## config.mk

```make
export PLATFORM = sky130hd
export DESIGN_NAME = theta_slice_engine
export DESIGN_NICKNAME = d
export VERILOG_FILES = /design/src/rtl/theta_slice_engine.sv
export SDC_FILE = /design/constraint.sdc
export NUM_CORES = 2
export LEC_CHECK = 0
export CAP_MARGIN = 10
export CORE_MARGIN = 2
export CORE_UTILIZATION = 51
export CTS_BUF_LIST = sky130_fd_sc_hd__clkbuf_4 sky130_fd_sc_hd__clkbuf_8
export DETAILED_ROUTE_END_ITERATION = 10
export PLACE_DENSITY_LB_ADDON = 0.08
export SLEW_MARGIN = 20
export SYNTH_ARGS = -nofsm -noshare
export SYNTH_HDL_FRONTEND = slang
export SYNTH_SLANG_ARGS = --single-unit
```

## constraint.sdc

```tcl
create_clock -name clk -period 11.4 [get_ports clk]
set_input_delay 1.71 -clock clk [delete_from_list [all_inputs] [get_ports clk]]
set_output_delay 1.71 -clock clk [all_outputs]
set_load 0.01 [all_outputs]
```

## src/rtl/theta_slice_engine.sv

```systemverilog
// Slice-serial theta stage: buffers LANE_W 25-bit slices with column parities, then emits mixed slices.
// Optional macro THETA_BYPASS_EN adds a bypass input that passes slices through unmixed.
module theta_slice_engine #(
    parameter int unsigned LANE_W  = 64,
    parameter int unsigned SLICE_W = 25
) (
`ifdef THETA_BYPASS_EN
    input  logic               bypass,
`endif
    input  logic               clk,
    input  logic               rst,
    input  logic               s_valid,
    output logic               s_ready,
    input  logic [SLICE_W-1:0] s_data,
    output logic               m_valid,
    input  logic               m_ready,
    output logic [SLICE_W-1:0] m_data,
    output logic               m_last,
    output logic               busy
);

    localparam int unsigned   CW   = $clog2(LANE_W);
    localparam logic [CW-1:0] LAST = CW'(LANE_W - 1);

    typedef enum logic [1:0] {IDLE, LOAD, EMIT} state_t;

    state_t             state;
    logic [CW-1:0]      cnt;
    logic [CW-1:0]      nxt;
    logic [SLICE_W-1:0] a_mem [LANE_W];
    logic [4:0]         p_mem [LANE_W];
    logic               byp_q;

`ifndef THETA_BYPASS_EN
    assign byp_q = 1'b0;
`endif

    assign nxt = cnt + 1'b1;

    function automatic logic [4:0] col_parity(input logic [SLICE_W-1:0] a);
        logic [4:0] p;
        p = '0;
        for (int unsigned y = 0; y < 5; y++)
            p = p ^ a[5*y +: 5];
        return p;
    endfunction

    // pz: parity of this slice, pm: parity of the previous slice (z-1 mod LANE_W)
    function automatic logic [SLICE_W-1:0] mix(input logic [SLICE_W-1:0] a,
                                               input logic [4:0] pz,
                                               input logic [4:0] pm,
                                               input logic byp);
        logic [4:0]         d;
        logic [SLICE_W-1:0] r;
        for (int unsigned x = 0; x < 5; x++)
            d[x] = pz[(x + 4) % 5] ^ pm[(x + 1) % 5];
        r = a;
        if (!byp)
            for (int unsigned y = 0; y < 5; y++)
                r[5*y +: 5] = a[5*y +: 5] ^ d;
        return r;
    endfunction

    always_ff @(posedge clk) begin
        if (rst) begin
            state   <= IDLE;
            cnt     <= '0;
            s_ready <= 1'b1;
            m_valid <= 1'b0;
            m_data  <= '0;
            m_last  <= 1'b0;
            busy    <= 1'b0;
        end else begin
            case (state)
                IDLE: begin
                    if (s_valid) begin
                        a_mem[0] <= s_data;
                        p_mem[0] <= col_parity(s_data);
                        cnt      <= CW'(1);
                        busy     <= 1'b1;
                        state    <= LOAD;
`ifdef THETA_BYPASS_EN
                        byp_q    <= bypass;
`endif
                    end
                end
                LOAD: begin
                    if (s_valid) begin
                        a_mem[cnt] <= s_data;
                        p_mem[cnt] <= col_parity(s_data);
                        if (cnt == LAST) begin
                            // Slice 0 needs the last slice's parity, taken straight from the incoming beat
                            m_data  <= mix(a_mem[0], p_mem[0], col_parity(s_data), byp_q);
                            m_valid <= 1'b1;
                            m_last  <= 1'b0;
                            s_ready <= 1'b0;
                            cnt     <= '0;
                            state   <= EMIT;
                        end else begin
                            cnt <= nxt;
                        end
                    end
                end
                EMIT: begin
                    if (m_ready) begin
                        if (cnt == LAST) begin
                            m_valid <= 1'b0;
                            m_last  <= 1'b0;
                            s_ready <= 1'b1;
                            busy    <= 1'b0;
                            cnt     <= '0;
                            state   <= IDLE;
                        end else begin
                            m_data <= mix(a_mem[nxt], p_mem[nxt], p_mem[cnt], byp_q);
                            m_last <= (nxt == LAST);
                            cnt    <= nxt;
                        end
                    end
                end
                default: state <= IDLE;
            endcase
        end
    end

endmodule

```

Word level (Yosys, flattened, before mapping)
Memory sizes are Yosys's and may differ from the RTL's. A register that Yosys moved wholly into a read port is not among the register bits. Cells that the tools add are included.

Add/sub/neg operators: 1. Bitwise logic cells: 24. Multiplexer cells: 44. Equal/unequal tests: 10. Reduce and logical (&&, ||, !) cells: 12.

Operator list (number): $mux 25 (5); $xor 5x5->5 (14); $pmux 25 s2 (1); $mux 6 (8); $reduce_or 25->1 (1); $mux 1 (18); $pmux 6 s3 (1); $reduce_and 5->1 (3); $eq 6x6->1 const B (2); $ne 2x2->1 const B (6); $reduce_and 4->1 (3); $mux 2 (5); $xor 1x1->1 (10); $pmux 1 s2 (4); $add 6x1->6 const B (1); $pmux 2 s3 (1); $mux 5 (1); $reduce_or 5->1 (1); $reduce_bool 2->1 (2); $reduce_bool 3->1 (1); $eq 2x1->1 const B (1); $eq 2x2->1 const B (1); $logic_not 2->1 (1).

Memory bits (writable): 1920. Register bits: 37. Logic and storage cells: 100. Memories kept: 2.

Memories: a_mem (words 64, bits a word 25, read ports 2, clocked after memory_dff 0, wr ports 1, line 30) `logic [SLICE_W-1:0] a_mem [LANE_W];`; p_mem (words 64, bits a word 5, read ports 3, clocked after memory_dff 1, wr ports 1, line 31) `logic [4:0] p_mem [LANE_W];`.

Depth between registers and ports, before layout
Depth in word-level cells: 9. Depth in mapped cells: 20. Gate-level depth less buffers: 11.

Worst setup path after synthesis
Ideal clock, no wire load.

Path type: input -> register. Start point: in s_data[17]. End point: reg m_data[11]. Required time: 11286 ps. Setup time: 114 ps. Stages on the path: 7. Data arrival time: 5003 ps. Path slack: 6282 ps. Cells stage by stage: xnor2_1 > xnor2_1 > xnor2_1 > xor2_1 > xor2_1 > nor2_1 > a2111oi_0.

Longest elaborated chain between the ends: 7.

Ends and longest elaborated chain: start: declaration (line 14) `input logic [SLICE_W-1:0] s_data,`; $xor 5x5->5 (2 in series) (line 44) `p = p ^ a[5*y +: 5];`; $xor 1x1->1 (line 56) `d[x] = pz[(x + 4) % 5] ^ pm[(x + 1) % 5];`; $xor 5x5->5 (line 60) `r[5*y +: 5] = a[5*y +: 5] ^ d;`; $mux 25 (line 91) `if (cnt == LAST) begin`; $mux 25 (line 88) `if (s_valid) begin`; $pmux 25 s2 (line 74) `case (state)`; end signal: assignment (line 93) `m_data <= mix(a_mem[0], p_mem[0], col_parity(s_data), byp_q);`; end signal: assignment (line 114) `m_data <= mix(a_mem[nxt], p_mem[nxt], p_mem[cnt], byp_q);`; end: declaration (line 17) `output logic [SLICE_W-1:0] m_data,`.

No other way between the ends. The select of a mux whose other input is x is not followed. A chain may end at the register's enable or synchronous reset.

Final worst setup path
Start point: reg cnt[0]. End point: reg m_data[5].

Longest elaborated chain between the ends: 7.

Ends and longest elaborated chain: start: declaration (line 28) `logic [CW-1:0] cnt;`; start signal: assignment (line 100) `cnt <= nxt;`; start signal: assignment (line 116) `cnt <= nxt;`; $add 6x1->6 (line 38) `assign nxt = cnt + 1'b1;`; $mem_v2 64x5; $xor 1x1->1 (line 56); $xor 5x5->5 (line 60); $mux 25 (line 106) `if (cnt == LAST) begin`; $mux 25 (line 105) `if (m_ready) begin`; $pmux 25 s2 (line 74).

Several ways; a longest one is shown, not always the timed one. The select of a mux whose other input is x is not followed.

==> results list <==
- The number of different library cells used by synthesis comes to 54.
- For this run the aggregate overflow at the end of global routing stands at 0.
- The detailed router placed 39910 vias in this run.
- Setup violations remaining at the end of the flow were counted as 0.
- Total Negative Setup Slacks: 0 ns
- Of the available clock period, the critical path in the final layout requires 0.589.
* Proportion of synthesized flip-flops having asynchronous set or reset: 0
* Setup repair after global routing missed its margin: no
* Signal arrival time at the worst endpoint: 7.58 ns
- Of the total synthesized cell area, the portion taken by XOR and XNOR cells is 0.0110.
- In the routed layout, each cell is associated on average with a via count of 6.50.
* IO Count: 58
- Clock-pin slew on the worst setup and hold paths: 0.06 ns
- The first TritonRoute pass finished after 5 iterations.
* Initial antenna violation count: 4
- The number of setup buffers added after CTS is 0.
- Core Region: 0.152 mm^2
- By area, the combinational part of the netlist is dominated by multiplexers.
- Arithmetic-cell share of the synthesized area counting full adders, half adders and majority gates: 0.00112
* Crit path max fanout: 71
- Measured against its own limit, the worst slew margin works out to 0.172.
* Number of global-route vias before repair: 40749
- The tree built by TritonCTS fans out to 1963 sinks.
* Die Y: 395 um
- After legalization and detailed placement, the total HPWL measured 111 mm.
* Worst voltage drop across the vdd grid: a little over 0.0002 V
- The number of gates resized after CTS was 0.
- In this run, the number of DRC markers left after iteration 0 of detailed routing was 4929.
- Post-detailed-route wirelength per cell: approximately 36 um
* Most common library cells after synthesis: edfxtp_1, mux4_2, a22oi_1
- For this run, design rule violations remaining after detail routing come to 0.
- Post-synthesis compound-gate area fraction: 0.0291
- The initialized floorplan defines 143 standard-cell rows.
- The number of nets in the synthesized netlist is 3571.
* Portion of the post-synthesis area used by sequential elements: 0.749
* Number of max-cap violations: 0
- The analysis attributes to cell leakage a power of 27.4 nW.
- Timing would allow up to 0.149 GHz.
- The number of endpoints with negative hold slack in the final report was 0.
- Layout cells sized above 1: 0.337
* Pin count of the biggest net entering global routing: 140
* Avg Synthesized Cell Area: 22.1 um^2
- In this run, synthesis produced a sequential element count of approximately 2000.
- Fin nets: just under 4000
- Area grow syn2layout: 12.9%
- The first global-routing pass estimated 308 mm of wire.
- The count of buffers added on input and output ports is 57.
* All-layer global routing usage: 0.284
- TritonCTS built the clock tree.
- The worst hold path was traced through 2 stages.
* Worst-case setup slack after placement: roughly 4.7 ns
- The synthesized design contains 1920 enable-type register cells.
- Worst-Skew Late Latency: about 1.0 ns
- The synthesized netlist occupies a cell area of slightly below 0.08 mm^2.
* Antenna violation net count after detailed routing: 0
- Length in cells of the worst reg-to-reg path: 11
* Outcome: completed
* Gate Count Post-Synth: between 3000 and 4000
- The tightest min-delay check is of the reg -> reg type.
* Capturing element type of the critical path: flip-flop
- Of the post-synthesis cell area, the part taken by muxes is 0.178.
* Area share of the largest cell type after synthesis: 0.738
- Tmin final: ~6.7 ns
- Most used standard cell by instance count after synthesis: edfxtp_1
- Root Driver: clkbuf_8
- For the pin with the worst max-slew slack, the measured transition is between 1 and 1.5 ns.
- Buffer levels on the longest clock path: 4
- Dividing total power by cell area gives a power density of approximately 210 mW/mm^2.
* TritonCTS Buffers: 333
- Startpoint Class: flip-flop
* Initial standard-cell utilization of the core: 0.514
- Leading post-synthesis cells by cell area: edfxtp_1, mux4_2, a22oi_1, dfxtp_1, nand2_1
* Die Footprint: 0.156 mm^2
- The count of final max-slew check failures is 0.
- Of the total synthesized cell area, the portion taken by AND, OR, NAND and NOR gates is 0.0176.
- X dimension of the die: 395 um
* Critical Path RT: 12.26 ns
- Routability-driven placement finished with a final weighted congestion of 0.822.
* Setup ws final: between 4 and 5 ns
* Final setup skew: 0.0600 ns
* Cell accounting for the most synthesized area: edfxtp_1
* Routed WL: 221 mm
- Commonest register cell after synthesis: edfxtp_1
* Number of H-tree branching levels: 5
* Start-to-end type of the worst setup path: reg -> reg
- Post-cts hold buffer count: 0
- Yosys warning total: 0
-- cell families (layout without fill, tap and decap cells) --
kind of cell               count (synthesis)  in the layout
DFF                                     1963           1963
buffers and inverters                    211            785
AOI/OAI and AO/OA                        304            304
adders and majority gates                  7              7
muxes                                    641            641
xor gates and xnor gates                  88             88
and+or+nand+nor                          321            321
other                                      0              3
-- worst paths after layout --
kind	slack [ns]	start	to
setup / recovery	4.68	cnt[0]$_SDFFE_PP0N_	m_data[5]$_SDFFE_PP0P_
hold / removal	0.47	m_last$_SDFFE_PP0P_	m_last$_SDFFE_PP0P_
hold reg to reg	0.47	m_last$_SDFFE_PP0P_	m_last$_SDFFE_PP0P_
setup reg to reg	4.68	cnt[0]$_SDFFE_PP0N_	m_data[5]$_SDFFE_PP0P_
-- layout make-up --
cell class | count | area [um^2]
Fill cell | 10957 | 63800
Clock buffer | 478 | 5830
Antenna cell | 3 | 7.51
Clock inverter | 97 | 488
Multi-Input combinational cell | 1361 | 19100
Inverter | 7 | 26.3
Timing Repair Buffer | 203 | 1590
Tap cell | 2030 | 2540
Sequential cell | 1963 | 58500
-- stage by stage --
| step | instance area (um^2) | power [mW] | util | instances | hold slack (ns) |
|---|---|---|---|---|---|
| after CTS | 88100 | 19.1 | 0.580 | 6138 | 0.473 |
| after detailed placement | 81800 | 13.0 | 0.538 | 5563 | 0.458 |
| after global placement | 81700 | 13.0 | 0.538 | 5562 | 0.449 |
| final | 88100 | 18.9 | 0.580 | 6142 | 0.472 |
| after global routing | 88100 | 19.7 | 0.580 | 6141 | 0.528 |
| after floorplan | 78100 | 11.9 | - | 3535 | 0.481 |
-- cells in the final DEF (no fill, tap or decap), types with 13 or more instances in the layout --
master	n
a2111oi_0	13
a211oi_1	21
a21oi_1	19
a22oi_1	193
and3_1	21
buf_2	25
buf_4	142
clkbuf_4	119
clkbuf_8	359
clkdlybuf4s50_1	31
clkinv_1	67
clkinv_2	23
dfxtp_1	38
edfxtp_1	1920
mux2i_1	41
mux4_2	596
nand2_1	154
nor2_1	29
nor2_4	69
o22ai_1	20
xnor2_1	31
xor2_1	42
-- power breakdown --
| part | internal, mW | switching [mW] |
|---|---|---|
| sequential | 8.05 | 0.119 |
| combinational | 2.33 | 2.38 |
| clock | 3.33 | 2.72 |
| total | 13.7 | 5.22 |
-- critical path, cell delays in order (launching register included) --
cell and delay [ns]:
dfxtp_4 0.89, inv_1 0.28, ha_4 0.73, buf_4 0.77
buf_4 0.94, mux4_2 0.38, mux2i_1 0.07, a2111oi_0 1.01
nor4_1 0.21, xnor2_2 0.64, xnor2_1 0.18, a2111oi_2 0.39
-- flip-flops by register name, indices dropped and copies added (netlist names), named ones only --
name     cells
m_valid      1
s_ready      1
state        2
busy         1
p_mem      320
m_last       1
cnt          6
a_mem     1600
m_data      25
-- per-layer routing --
metal  global-route usage  wire length, um
met5                    0               18
met4               0.0950             7000
met3               0.0641            20200
met2                0.450           107000
met1                0.396            86900
(Power assumes the default switching activity.)
